==> src/rtl/boot_loader_pkg.sv <==
// Shared definitions for the boot loader: FSM state encoding and the default
// bus widths that match the boot ROM and main RAM blocks.
package boot_loader_pkg;

    localparam int ROM_AW_DEF = 5;
    localparam int DW_DEF     = 16;
    localparam int RAM_AW_DEF = 8;

    typedef enum logic [2:0] {
        IDLE,
        RD,
        CAP,
        WR,
        DONE
    } boot_state_t;

endpackage

==> src/rtl/boot_loader.sv <==
// Boot loader: copies WORDS words from the boot ROM into RAM starting at
// RAM_BASE, holding the CPU until the copy completes and reporting a checksum.
module boot_loader
    import boot_loader_pkg::*;
#(
    parameter int ROM_AW     = ROM_AW_DEF,
    parameter int DW         = DW_DEF,
    parameter int WORDS      = 32,
    parameter int RAM_AW     = RAM_AW_DEF,
    parameter int RAM_BASE   = 0,
    parameter bit AUTO_START = 1'b1
) (
    input  logic              clk,
    input  logic              rst,
    input  logic              start,
    output logic              rom_cs,
    output logic              rom_we,
    output logic [ROM_AW-1:0] rom_addr,
    input  logic [DW-1:0]     rom_dout,
    output logic              ram_cs,
    output logic              ram_we,
    output logic [RAM_AW-1:0] ram_addr,
    output logic [DW-1:0]     ram_din,
    input  logic              ram_busy,
    output logic              cpu_hold,
    output logic              done,
    output logic [DW-1:0]     checksum
);

    localparam logic [ROM_AW-1:0] LAST_IDX  = ROM_AW'(WORDS - 1);
    localparam logic [RAM_AW-1:0] BASE_ADDR = RAM_AW'(RAM_BASE);

    // Wrapping modulo-2**DW accumulate for the image checksum.
    function automatic logic [DW-1:0] wrap_add(input logic [DW-1:0] acc,
                                               input logic [DW-1:0] word);
        return acc + word;
    endfunction

    boot_state_t       state, state_n;
    logic [ROM_AW-1:0] index, index_n;
    logic [DW-1:0]     ram_din_n;
    logic [DW-1:0]     checksum_n;
    logic              auto_pend, auto_pend_n;

    // The ROM is read-only from here; keeping we low lets its latch track addr.
    assign rom_we = 1'b0;

    always_ff @(posedge clk) begin
        if (rst) begin
            state     <= IDLE;
            index     <= '0;
            ram_din   <= '0;
            checksum  <= '0;
            auto_pend <= AUTO_START;
        end else begin
            state     <= state_n;
            index     <= index_n;
            ram_din   <= ram_din_n;
            checksum  <= checksum_n;
            auto_pend <= auto_pend_n;
        end
    end

    always_comb begin
        state_n     = state;
        index_n     = index;
        ram_din_n   = ram_din;
        checksum_n  = checksum;
        auto_pend_n = auto_pend;
        rom_cs      = 1'b0;
        rom_addr    = '0;
        ram_cs      = 1'b0;
        ram_we      = 1'b0;
        ram_addr    = '0;
        done        = 1'b0;
        cpu_hold    = 1'b1;

        case (state)
            IDLE: begin
                // auto_pend keeps the CPU held across the single post-reset cycle
                cpu_hold = auto_pend;
                if (start || auto_pend) begin
                    state_n     = RD;
                    index_n     = '0;
                    checksum_n  = '0;
                    auto_pend_n = 1'b0;
                end
            end
            RD: begin
                rom_cs   = 1'b1;
                rom_addr = index;
                state_n  = CAP;
            end
            CAP: begin
                rom_cs     = 1'b1;
                rom_addr   = index;
                ram_din_n  = rom_dout;
                checksum_n = wrap_add(checksum, rom_dout);
                state_n    = WR;
            end
            WR: begin
                ram_cs   = 1'b1;
                ram_we   = 1'b1;
                ram_addr = BASE_ADDR + RAM_AW'(index);
                if (!ram_busy) begin
                    if (index == LAST_IDX) begin
                        state_n = DONE;
                    end else begin
                        index_n = index + ROM_AW'(1);
                        state_n = RD;
                    end
                end
            end
            DONE: begin
                done     = 1'b1;
                cpu_hold = 1'b0;
                if (start) begin
                    state_n    = RD;
                    index_n    = '0;
                    checksum_n = '0;
                end
            end
            default: begin
                state_n = IDLE;
            end
        endcase
    end

endmodule
==> config.mk <==
export PLATFORM = sky130hd
export DESIGN_NAME = boot_loader
export DESIGN_NICKNAME = d
export VERILOG_FILES = /design/src/rtl/boot_loader_pkg.sv /design/src/rtl/boot_loader.sv
export SDC_FILE = /design/constraint.sdc
export NUM_CORES = 1
export LEC_CHECK = 0
export CELL_PAD_IN_SITES_DETAIL_PLACEMENT = 1
export CELL_PAD_IN_SITES_GLOBAL_PLACEMENT = 1
export CORE_ASPECT_RATIO = 0.75
export CORE_MARGIN = 2
export CORE_UTILIZATION = 32
export CTS_BUF_LIST = sky130_fd_sc_hd__clkbuf_4 sky130_fd_sc_hd__clkbuf_8
export CTS_CLUSTER_DIAMETER = 120
export DETAILED_ROUTE_END_ITERATION = 10
export MAX_ROUTING_LAYER = met4
export PLACE_DENSITY = 0.78
export SLEW_MARGIN = 5
export SYNTH_ARGS = -nofsm -noshare
export SYNTH_HDL_FRONTEND = slang
export SYNTH_SLANG_ARGS = --single-unit
==> constraint.sdc <==
create_clock -name clk -period 2.3 [get_ports clk]
set_clock_uncertainty 0.15 [all_clocks]
set_input_delay 0.575 -clock clk [delete_from_list [all_inputs] [get_ports clk]]
set_output_delay 0.575 -clock clk [all_outputs]
set_load 0.05 [all_outputs]
==> metrics.csv, run 1 <==
stage;metric;value;unit
synth;Post-Syn Area per Cell;8.34;sq um
power;Internal;2.17;mW
power;total design power;3.92;mW
floorplan;core region area;7230;sq um
layout;P&R area growth vs syn;69.6;%
floorplan;die area;8090;sq um
grt;vias in the first global route;2838;
routing;Residual DRC;0;
power;switch share;44.7;%
clocking;CTS tree;yes;
synth;number of synthesized flops with an enable pin;0;
synth;top-area cell type share of the netlist area;34.8;%
power;Reg power frac;25.3;%
synth;Cell variety after synth;55;
grt;GRT overflow;0;
setup_path;Critical Path RT;2.36;ns
layout;Final Cell Area;4000;sq um
routing;Final ANT Viol Nets;0;
timing;Tmin final;2.44;ns
timing;worst slew pin tran;0.528;ns
place;I/O Buffers;66;
grt;largest net degree at the start of global routing;22;
setup_path;Data arrival, critical path;2.50;ns
layout;Non-Filler Instances;498;
power;Comb pwr share;56.7;%
layout;share of cells above drive strength 1;37.0;%
outcome;outcome;finished with violations;
timing;final setup margin;-0.144;ns
clocking;clock latency on the worst-skew pair;0.31;ns
setup_path;critical path class;in -> reg;
place;final estimated routing congestion in global placement;0.871;
floorplan;Cell Rows;27;
timing;Worst slew margin;64.7;%
place;Post-DP HPWL;6130;microns
place;dpl cell area;3650;sq um
clocking;clock root cell;clkbuf_8;
clocking;clock-pin slew on the worst setup and hold paths;0.09;ns
floorplan;Starting Density;32.7;%
floorplan;DIE HEIGHT;78.4;microns
power;Leak;1.65;nW
synth;Syn. warnings;0;
layout;Nets;434;
clocking;CTS sink count;41;
timing;final number of hold-violating endpoints;0;
synth;post-synth top area cell;dfxtp_1;
power;Psw;1.75;mW
synth;post-synthesis register bit count;41;
timing;setup TNS;-0.344;ns
timing;Slew Viols, Final;0;
place;placed insts;483;
routing;drt pass-1 iters;4;
grt;GRT Total Usage;25.7;%
routing;DR iter-0 viols;134;
synth;Post-synth ARST share;0;%
synth;Seq/Total Area, Yosys;34.8;%
clocking;clock buffer depth;2;
grt;first-pass GRT wire length;15500;microns
timing;RSZ-0062 raised after global routing;yes;
synth;Area contributors post-synth;dfxtp_1 (35%), ha_1 (9.0%), nand2_1 (6.5%), a21oi_1 (5.9%), and2_1 (4.0%);
setup_path;CP Launch Type;primary input;
flow_run;Max Cap Violations;0;
synth;Top FF cell, synth;dfxtp_1;
synth;Syn Inst Count;283;
outcome;failing checks;negative setup slack;
timing;# setup viols final;3;
floorplan;die width;103;microns
power;Max VDD drop;0.526;mV
clocking;H-tree levels;2;
worst_hold_path;Hold Crit Class;reg -> reg;
power;Clock Power Share;18.0;%
grt;initial antenna violation count;0;
synth;synthesized area;2360;sq um
layout;Antenna Cells;0;
layout;number of fill cells in the layout;832;
routing;via total after detailed routing;2609;
power;P per Cell Area;980;nW/um^2
timing;final period utilization;106;%
routing;via-per-instance ratio;5.24;
timing;highest clock rate;409;MHz
setup_path;Crit. End Element;flop;
clocking;Num CTS Buffers;5;
routing;WL final;9580;microns
setup_path;worst-path maximum fanout;3;
floorplan;I/O pin cnt;71;
routing;per-cell routed wire length;19.2;microns
place;Place WS;-0.843;ns
## power by group through the flow
stage                     Combinational, mW  Clock (mW)  Sequential [mW]
final                                  2.22       0.708            0.992
after global routing                   2.36       0.749             1.01
after CTS                              2.11       0.715            0.982
after detailed placement               2.01           0            0.986
after global placement                 1.95           0            0.977
after floorplan                       0.915           0             1.31
## layout by cell type, fill, tap and decap left out, types with 2 or more instances in the layout
cell and n:
conb_1 4, bufinv_16 2, a31oi_2 2, xnor2_1 8
clkdlybuf4s50_1 28, xor2_1 4, dfxtp_1 29, a22oi_1 8
and3_4 3, a21o_1 3, dlygate4sd2_1 11, buf_12 14
o21ai_2 3, a21oi_2 5, and2_1 14, a21oi_4 2
a22o_1 8, ha_4 13, a31oi_1 2, inv_1 9
clkbuf_8 5, a21oi_1 22, a211oi_1 2, nor2_4 3
nor3_1 4, nor2_1 20, o21a_1 2, buf_2 5
nand3b_1 2, nand2_2 2, ha_1 4, nand2_1 39
nor2b_1 2, o21ai_0 6, dfxtp_2 12, buf_4 59
## final cells by class
cell class | instances | area (sq um) | area share (%)
tap | 101 | 126 | 3.16
inverter | 10 | 40.0 | 1.00
multi-input combinational | 219 | 1720 | 42.9
clock buffer | 5 | 68.8 | 1.72
sequential | 41 | 836 | 20.9
clock inverter | 3 | 65.1 | 1.62
timing repair buffer | 119 | 1150 | 28.7
## what timing repair did
action,in CTS,in global routing
setup buffers,5,2
gates resized for setup,65,15
hold buffers,0,0
setup endpoints to repair,15,18
pin swaps,25,12
## stage by stage
| step | hold slack (ns) | utilization [%] |
|---|---|---|
| floorplan | 0.324 | - |
| global placement | 0.294 | 50.4 |
| detailed placement | 0.298 | 50.4 |
| CTS | 0.309 | 54.5 |
| global route | 0.344 | 55.4 |
| finish | 0.313 | 55.4 |
## kinds of logic after synthesis
family                     share of synthesized area [%]
and+or+nand+nor                                     21.7
AOI/OAI and AO/OA                                   23.2
DFF                                                 34.8
buffers and inverters                               5.46
adders and majority gates                           9.86
xor gates and xnor gates                            4.45
other                                              0.159
muxes                                              0.424
## synthesized netlist by cell type, types with 2 or more instances
cell       n
nor2_1    22
a31oi_1    4
inv_1     10
a211oi_1   2
a22o_1     8
o21a_1     2
a22oi_1    8
o21ai_0    9
and2_1    15
xnor2_1    8
ha_1      17
buf_4      8
nor3_1     5
dfxtp_1   41
a21o_1     3
and3_1     4
nand2_1   41
nor2b_1    3
nand3b_1   2
clkbuf_1   6
a21oi_1   28
xor2_1     4
## state kept, by name, indices dropped and copies added (netlist names)
register   flops
ram_din       16
state          3
index          5
checksum      16
auto_pend      1
## critical path, cell delays in order
cell	delay, ns
buf_8	0.10
ha_4	0.17
inv_4	0.06
fa_2	0.25
nor2b_4	0.06
o211ai_1	0.26
a31oi_2	0.18
a211o_1	0.32
a21oi_2	0.20
o221ai_1	0.13
a22o_1	0.20
## final timing paths
path                from            to  slack, ns  depth (start not counted)
max          rom_dout[0]  checksum[14]      -0.14                         11
min           ram_din[4]    ram_din[4]       0.31                          2
max reg2reg  checksum[0]  checksum[14]      -0.12                         10
min reg2reg   ram_din[4]    ram_din[4]       0.31                          2
## metal layers
| metal | part of all wire [%] | track usage, % |
|---|---|---|
| met4 | 2.2 | 8.42 |
| met1 | 45 | 33.2 |
| met3 | 3.5 | 3.29 |
| met5 | 0 | - |
| met2 | 49 | 41.8 |
Power figures use the tool's default switching activity.
==> run 2: changes to the inputs <==
- SLEW_MARGIN: 5 -> default
==> results of run 2 <==
Final layout, timing and power as in run 1 (identical DEF).
==> run 3: changes to the inputs <==
- CTS_CLUSTER_DIAMETER: 120 -> 50
==> results of run 3 <==
Final layout, timing and power as in run 1 (identical DEF).
